[src/rtl/vram_arbiter.sv]
// vram_arbiter: shares one single-port, synchronous-read VRAM between the VGA scan-out reader and the CPU bus.
// Latency: a VGA read returns data 1 cycle after vga_req_i. A CPU read returns data no earlier than 2 cycles after the request.
//          Posted CPU writes retire in the first non-VGA cycle after they reach the head of the FIFO.
// Backpressure: VGA is never stalled. cpu_stall_o is combinational and rises for a write only while the FIFO is full and no pop is possible.
//               For a read, cpu_stall_o stays high until the read data is ready.
//
// Ports:
//   clk_i, rst_i                 clock, synchronous active-high reset
//   vga_req_i/vga_addr_i         VGA read request and address
//   vga_data_o/vga_valid_o       VGA read data (straight from VRAM) and its valid flag, 1 cycle later
//   cpu_sel_i/cpu_we_i           CPU VRAM access strobe and direction (1 = write)
//   cpu_addr_i/cpu_wdata_i       CPU address and write data
//   cpu_rdata_o                  registered CPU read data
//   cpu_stall_o                  CPU must hold its request while this is high
//   vram_addr_o/din_o/we_o       VRAM port, owned by one requester per cycle
//   vram_dout_i                  VRAM read data, valid one cycle after the address
//   fifo_count_o                 number of posted writes still pending
module vram_arbiter #(
    parameter int AW         = 13,
    parameter int DW         = 12,
    parameter int FIFO_DEPTH = 4
) (
    input  logic                          clk_i,
    input  logic                          rst_i,
    input  logic                          vga_req_i,
    input  logic [AW-1:0]                 vga_addr_i,
    output logic [DW-1:0]                 vga_data_o,
    output logic                          vga_valid_o,
    input  logic                          cpu_sel_i,
    input  logic                          cpu_we_i,
    input  logic [AW-1:0]                 cpu_addr_i,
    input  logic [DW-1:0]                 cpu_wdata_i,
    output logic [DW-1:0]                 cpu_rdata_o,
    output logic                          cpu_stall_o,
    output logic [AW-1:0]                 vram_addr_o,
    output logic [DW-1:0]                 vram_din_o,
    output logic                          vram_we_o,
    input  logic [DW-1:0]                 vram_dout_i,
    output logic [$clog2(FIFO_DEPTH):0]   fifo_count_o
);

    localparam int PW = $clog2(FIFO_DEPTH);
    localparam int CW = PW + 1;

    typedef enum logic [1:0] {
        R_IDLE,
        R_WAIT,
        R_DATA,
        R_DONE
    } rd_state_e;

    // Posted-write FIFO storage and pointers
    logic [AW-1:0] fifo_addr_q [FIFO_DEPTH];
    logic [DW-1:0] fifo_data_q [FIFO_DEPTH];
    logic [PW-1:0] wr_ptr_q, wr_ptr_d;
    logic [PW-1:0] rd_ptr_q, rd_ptr_d;
    logic [CW-1:0] count_q, count_d;

    rd_state_e     state_q, state_d;
    logic [DW-1:0] cpu_rdata_q, cpu_rdata_d;
    logic          vga_valid_q;

    logic fifo_empty;
    logic fifo_full;
    logic push;
    logic pop;
    logic rd_req;
    logic rd_issue;
    logic wr_stall;
    logic rd_stall;

    assign fifo_empty = (count_q == '0);
    assign fifo_full  = (count_q == CW'(FIFO_DEPTH));

    // VGA owns the slot outright, so the FIFO only drains in cycles without a VGA read.
    assign pop    = ~vga_req_i & ~fifo_empty;
    // A full FIFO still accepts a write in a cycle where the head is leaving.
    assign push   = cpu_sel_i & cpu_we_i & (~fifo_full | pop);
    assign rd_req = cpu_sel_i & ~cpu_we_i;

    assign wr_stall    = cpu_sel_i & cpu_we_i & fifo_full & ~pop;
    assign rd_stall    = rd_req & (state_q != R_DONE);
    assign cpu_stall_o = wr_stall | rd_stall;

    // Read FSM. A read waits until the FIFO is empty, so it always sees earlier posted writes
    // without any address comparison.
    always_comb begin
        state_d  = state_q;
        rd_issue = 1'b0;
        case (state_q)
            R_IDLE: begin
                if (rd_req) begin
                    if (fifo_empty && !vga_req_i) begin
                        rd_issue = 1'b1;
                        state_d  = R_DATA;
                    end else begin
                        state_d  = R_WAIT;
                    end
                end
            end
            R_WAIT: begin
                if (fifo_empty && !vga_req_i) begin
                    rd_issue = 1'b1;
                    state_d  = R_DATA;
                end
            end
            R_DATA:  state_d = R_DONE;
            R_DONE:  state_d = R_IDLE;
            default: state_d = R_IDLE;
        endcase
    end

    // VRAM slot mux, in priority order: VGA, FIFO head, CPU read, idle.
    always_comb begin
        vram_addr_o = '0;
        vram_din_o  = '0;
        vram_we_o   = 1'b0;
        if (vga_req_i) begin
            vram_addr_o = vga_addr_i;
        end else if (pop) begin
            vram_addr_o = fifo_addr_q[rd_ptr_q];
            vram_din_o  = fifo_data_q[rd_ptr_q];
            vram_we_o   = 1'b1;
        end else if (rd_issue) begin
            vram_addr_o = cpu_addr_i;
        end
    end

    // Next-state values for the FIFO bookkeeping and read data.
    // The pointers wrap on their own because the depth is a power of two.
    always_comb begin
        wr_ptr_d    = push ? wr_ptr_q + PW'(1) : wr_ptr_q;
        rd_ptr_d    = pop  ? rd_ptr_q + PW'(1) : rd_ptr_q;
        count_d     = count_q;
        cpu_rdata_d = cpu_rdata_q;
        case ({push, pop})
            2'b10:   count_d = count_q + CW'(1);
            2'b01:   count_d = count_q - CW'(1);
            default: count_d = count_q;
        endcase
        // The VRAM returns the data for the address issued last cycle.
        if (state_q == R_DATA) begin
            cpu_rdata_d = vram_dout_i;
        end
    end

    always_ff @(posedge clk_i) begin
        if (rst_i) begin
            wr_ptr_q    <= '0;
            rd_ptr_q    <= '0;
            count_q     <= '0;
            state_q     <= R_IDLE;
            cpu_rdata_q <= '0;
            vga_valid_q <= 1'b0;
        end else begin
            wr_ptr_q    <= wr_ptr_d;
            rd_ptr_q    <= rd_ptr_d;
            count_q     <= count_d;
            state_q     <= state_d;
            cpu_rdata_q <= cpu_rdata_d;
            vga_valid_q <= vga_req_i;
        end
    end

    // The FIFO storage needs no reset: count_q alone decides which entries are live.
    always_ff @(posedge clk_i) begin
        if (push) begin
            fifo_addr_q[wr_ptr_q] <= cpu_addr_i;
            fifo_data_q[wr_ptr_q] <= cpu_wdata_i;
        end
    end

    assign vga_data_o   = vram_dout_i;
    assign vga_valid_o  = vga_valid_q;
    assign cpu_rdata_o  = cpu_rdata_q;
    assign fifo_count_o = count_q;

endmodule

[config.mk]
export PLATFORM = sky130hd
export DESIGN_NAME = vram_arbiter
export DESIGN_NICKNAME = d
export VERILOG_FILES = /design/src/rtl/vram_arbiter.sv
export SDC_FILE = /design/constraint.sdc
export NUM_CORES = 1
export LEC_CHECK = 0
export CAP_MARGIN = 20
export CORE_ASPECT_RATIO = 0.8
export CORE_MARGIN = 1
export CORE_UTILIZATION = 50
export CTS_CLUSTER_DIAMETER = 60
export DETAILED_ROUTE_END_ITERATION = 8
export PLACE_DENSITY_LB_ADDON = 0.1
export SYNTH_ARGS = -nofsm -noshare
export SYNTH_HDL_FRONTEND = slang
export SYNTH_SLANG_ARGS = --single-unit
[constraint.sdc]
create_clock -name clk_i -period 3.2 [get_ports clk_i]
set_clock_uncertainty 0.15 [all_clocks]
set_input_delay 0.64 -clock clk_i [delete_from_list [all_inputs] [get_ports clk_i]]
set_output_delay 0.64 -clock clk_i [all_outputs]
set_load 0.03 [all_outputs]
Word level (Yosys, flattened, before mapping). Memories as Yosys holds them, arrays and structs flattened. A register that Yosys moved wholly into a read port is not among the register bits. Cells that the tools add are included.

Reduce and logical (&&, ||, !) cells: 6. Bitwise logic cells: 14. Add/subtract/negate cells: 4. Mux-type cells: 21. Equality and inequality tests: 9.

Operators by type and width (number): 2-to-1 mux 13 bit (3); 2-to-1 mux 12 bit (2); 2-to-1 mux 2 bit (7); case mux 2 bit (4 select lines) (1); bitwise AND 1 bit (7); equality test 2 bit (second input constant) (3); 2-to-1 mux 1 bit (6); inequality test 2 bit (second input constant) (3); case mux 3 bit (2 select lines) (1); NOT 1 bit (5); adder 2 x 1 -> 2 bit (second input constant) (2); equality test 2 x 1 -> 1 bit (second input constant) (2); adder 3 x 1 -> 3 bit (second input constant) (1); equality test 3 bit (second input constant) (1); logical NOT 3 bit (1); subtractor 3 x 1 -> 3 bit (second input constant) (1); logical NOT 2 bit (1); OR 1 bit (2); case mux 1 bit (2 select lines) (1); AND reduction 2 bit (1); nonzero test 2 bit (1); logical AND 1 bit (1); logical NOT 1 bit (1).

Memories: 2. Output and inout port bits: 55. Flip-flop bits (word level): 22. Input port bits: 55. Word-level logic and storage cells: 62. Bits in writable memories: 100.

Memory list: fifo_addr_q (words 4, bits a word 13, read ports 1, clocked after memory_dff 1, wr ports 1, line 53) `logic [AW-1:0] fifo_addr_q [FIFO_DEPTH];`; fifo_data_q (words 4, bits a word 12, read ports 1, clocked after memory_dff 1, wr ports 1, line 54) `logic [DW-1:0] fifo_data_q [FIFO_DEPTH];`.

Depth between registers and ports, before layout.
Depth in word-level cells: 8. Depth in mapped cells: 9.

Worst setup path before layout. No wires, ideal clock.

Path kind: flip-flop to flip-flop. Start: register count_q[0], in the netlist fifo_count_o[0]. End: register count_q[2], in the netlist fifo_count_o[2]. Path buffers: 1. Clock period less this slack: 2573 ps. Arrival time: 2352 ps. Setup time: 71 ps. Data required time: 2979 ps. Stages on the path, launching flop included: 10. Slack: 627 ps. Path through: dfxtp_1 -> nor3_2 -> nor2_2 -> clkbuf_1 -> ha_1 -> inv_1 -> fa_1 -> xor2_1 -> or3_1 -> a21oi_1.

Longest elaborated chain between the ends: 7. Elaborated cells between the ends (all ways): 13. Classes of those cells: add/sub (2); eq/ne (3); mux (1); bitwise (5); reduce/logical (2).

Ends and longest elaborated chain: start, declared (line 57) `logic [CW-1:0] count_q, count_d;`; start signal, assigned (line 158) `count_q <= count_d;`; logical NOT 3 bit (line 72) `assign fifo_empty = (count_q == '0);`; NOT 1 bit (line 76) `assign pop = ~vga_req_i & ~fifo_empty;`; bitwise AND 1 bit (line 76); OR 1 bit (line 78) `assign push = cpu_sel_i & cpu_we_i & (~fifo_full | pop);`; bitwise AND 1 bit (line 78); equality test 2 x 1 -> 1 bit or equality test 2 bit (tied branches) (line 136) `case ({push, pop})`; case mux 3 bit (2 select lines) or nonzero test 2 bit (tied branches).

Parallel ways exist; a longest one is shown, timed or not. A chain may end at the register's enable or synchronous reset.

==> results.tsv <==
metric	value	unit
setup_slack	0.252	ns
path_max_fanout	7	
synth_seq_area_share	66.5	%
via_per_inst	5.23	
overflow	0	
syn_nets	379	
layout.nets	501	
wl_per_cell	17.7	um
cts_hold_buffers	0	
ys_warn_count	0	
max-cap-violations	0	
yosys-top-cells-area	edfxtp_1 (57%), dfxtp_1 (9.2%), mux4_2 (8.6%)	
grt_util_all_layers	21.0	%
clock_path_buffers	2	
drc	0	
yosys-top-cells-count	edfxtp_1 (100), nor2_1 (27), dfxtp_1 (24)	
dpl-instance-area	6440	um2
worst_pin_slew	0.768	ns
netlist_area	5240	um2
ys_types	36	
finalHoldViolCount	0	
whs_path_depth	2	
diodes	0	
die-area	10900	um2
switchingPower	1680	uW
start_util	51.4	%
p_leak	0.00256	uW
vias	3073	
boundaryPins	110	
cts-root-buf	clkbuf_16	
cts_tree	yes	
synth-main-ff-cell	edfxtp_1	
synth_edf_count	100	
p_comb_share	31.8	%
async_flop_share	0	%
cts_max_level	4	
finalCriticalPeriod	2.95	ns
clk_pin_slew	0.06	ns
rsz0062_at_grt	false	
preCtsSetupSlack	-0.210	ns
finalCritPeriodShare	92.1	%
drt-initial-drc-count	141	
setup-violations-final	0	
cp.required	2.41	ns
synth.most_common_cell	edfxtp_1	
synth.top_cell.area_share	57.3	%
drt-total-wl	10400	um
yosys.area.top_type	edfxtp_1	
reg2reg_depth	9	
hpwl	6880	um
switching_share	30.0	%
std_cell_rows	33	
maxSlewHeadroom	48.8	%
crit_path_start_kind	register	
numClockSinks	124	
fmax	0.339	GHz
ant_nets	0	
ir_drop	0.000574	V
io_buffers	109	
syn_avg_cell_area	16.7	um2
internal_power	3930	uW
synth_seq_cells	124	
power.share.sequential	34.6	%
die_w	116	um
clock_power_share	33.6	%
die_h	93.5	um
grt_antenna_before_repair	0	
cp.arrival	2.16	ns
drt_pass1_iterations	4	
final_util	69.2	%
place.gp.congestion	0.755	
hold_class	register to register	
maxSlewViolCount	0	
end_kind	output pin	
power_density	794	nW/um2
status	completed	
netlist_instances	313	
grt_pass1_vias	3047	
coreArea	10200	um2
path_class	register to output pin	
clk_latency	0.40	ns
cts_buffers	17	
final_cell_area	7060	um2
areaGrowthSynthToFinish	34.7	%
drive_gt1_share	23.2	%
grt_max_degree	27	
grt_pass1_wl	16200	um
## registers in the layout, summed over array words and instances, names as in the netlist, named ones only
register / cells
vga_valid_o: 1
state_q: 2
rd_ptr_q: 2
fifo_addr_q: 52
cpu_rdata_o: 12
fifo_data_q: 48
fifo_count_o: 3
wr_ptr_q: 2
## power by group through the flow
| stage | Clock (uW) | Sequential [uW] | Combinational, uW |
|---|---|---|---|
| 5_1_grt | 1990 | 1950 | 1940 |
| 3_5_place_dp | 0 | 1970 | 1780 |
| 6_report | 1880 | 1940 | 1780 |
| 4_1_cts | 1920 | 1940 | 1790 |
| 3_3_place_gp | 0 | 1960 | 1750 |
| 2_1_floorplan | 0 | 2030 | 1130 |
## critical path: stages, from the launching register on
cell and delay (ns):
dfxtp_2 0.40, buf_4 0.22, mux4_1 0.62, a221o_1 0.35, buf_4 0.17
## per-stage QoR
stage	hold WS, ns	setup TNS [ns]	instances	total power (uW)
floorplan	0.340	0	313	3150
global placement	0.324	-1.95	556	3720
detailed placement	0.336	-2.40	556	3750
CTS	0.351	0	588	5650
global route	0.379	0	588	5880
finish	0.350	0	588	5610
## final timing paths
kind,startpoint,to,slack [ns]
max reg2reg,fifo_count_o[0],fifo_count_o[2],1.01
min reg2reg,cpu_rdata_o[10],cpu_rdata_o[10],0.35
min,cpu_rdata_o[10],cpu_rdata_o[10],0.35
max,register,vram_addr_o[1],0.25
## placed cells by master (no fill, tap or decap), types with 2 or more instances in the layout
master           instances
and2_1                  17
a21oi_1                  3
xnor2_1                  3
inv_4                    2
buf_4                   49
nor2_1                  27
xor2_1                   2
ha_1                    10
o21ai_0                  2
or3_1                    2
and4b_1                 14
clkbuf_1                 3
edfxtp_1               100
inv_1                   10
mux4_1                   5
a221o_1                 14
clkdlybuf4s50_1         82
mux2i_1                 13
clkbuf_8                 7
mux4_2                  20
dfxtp_1                 23
nand2_1                  5
clkbuf_16               18
## what timing repair did
item,4_1_cts,5_1_grt
resized for setup,1,1
endpoints found under the setup margin,13,7
pin swaps,0,0
buffers inserted,0,0
## layer usage
metal  vias to the layer above  share of wire, %  GRT usage [%]
met2                        98                47           31.5
met5                         -                 0              0
li1                       1459                 -              -
met3                         6               6.9           7.26
met1                      1510                46           29.4
met4                         0              0.65           5.45
## cells by family (layout without fill, tap and decap cells)
group | count (synthesis) | after routing | share of synthesized area (%)
flops | 124 | 124 | 66.5
simple gates | 73 | 73 | 8.27
mux | 39 | 39 | 13.8
buf+inv | 39 | 174 | 4.23
compound gates | 22 | 22 | 3.58
fa+ha+maj | 11 | 11 | 2.77
xor+xnor | 5 | 5 | 0.836
## cell type report
type | count | area, um2
clock buffer | 28 | 558
clock inverter | 4 | 47.5
fill | 754 | 3140
inverter | 10 | 37.5
multi-input combinational | 150 | 1540
sequential | 124 | 3480
tap | 140 | 175
timing repair buffer | 132 | 1210
Power figures use the tool's default switching activity.
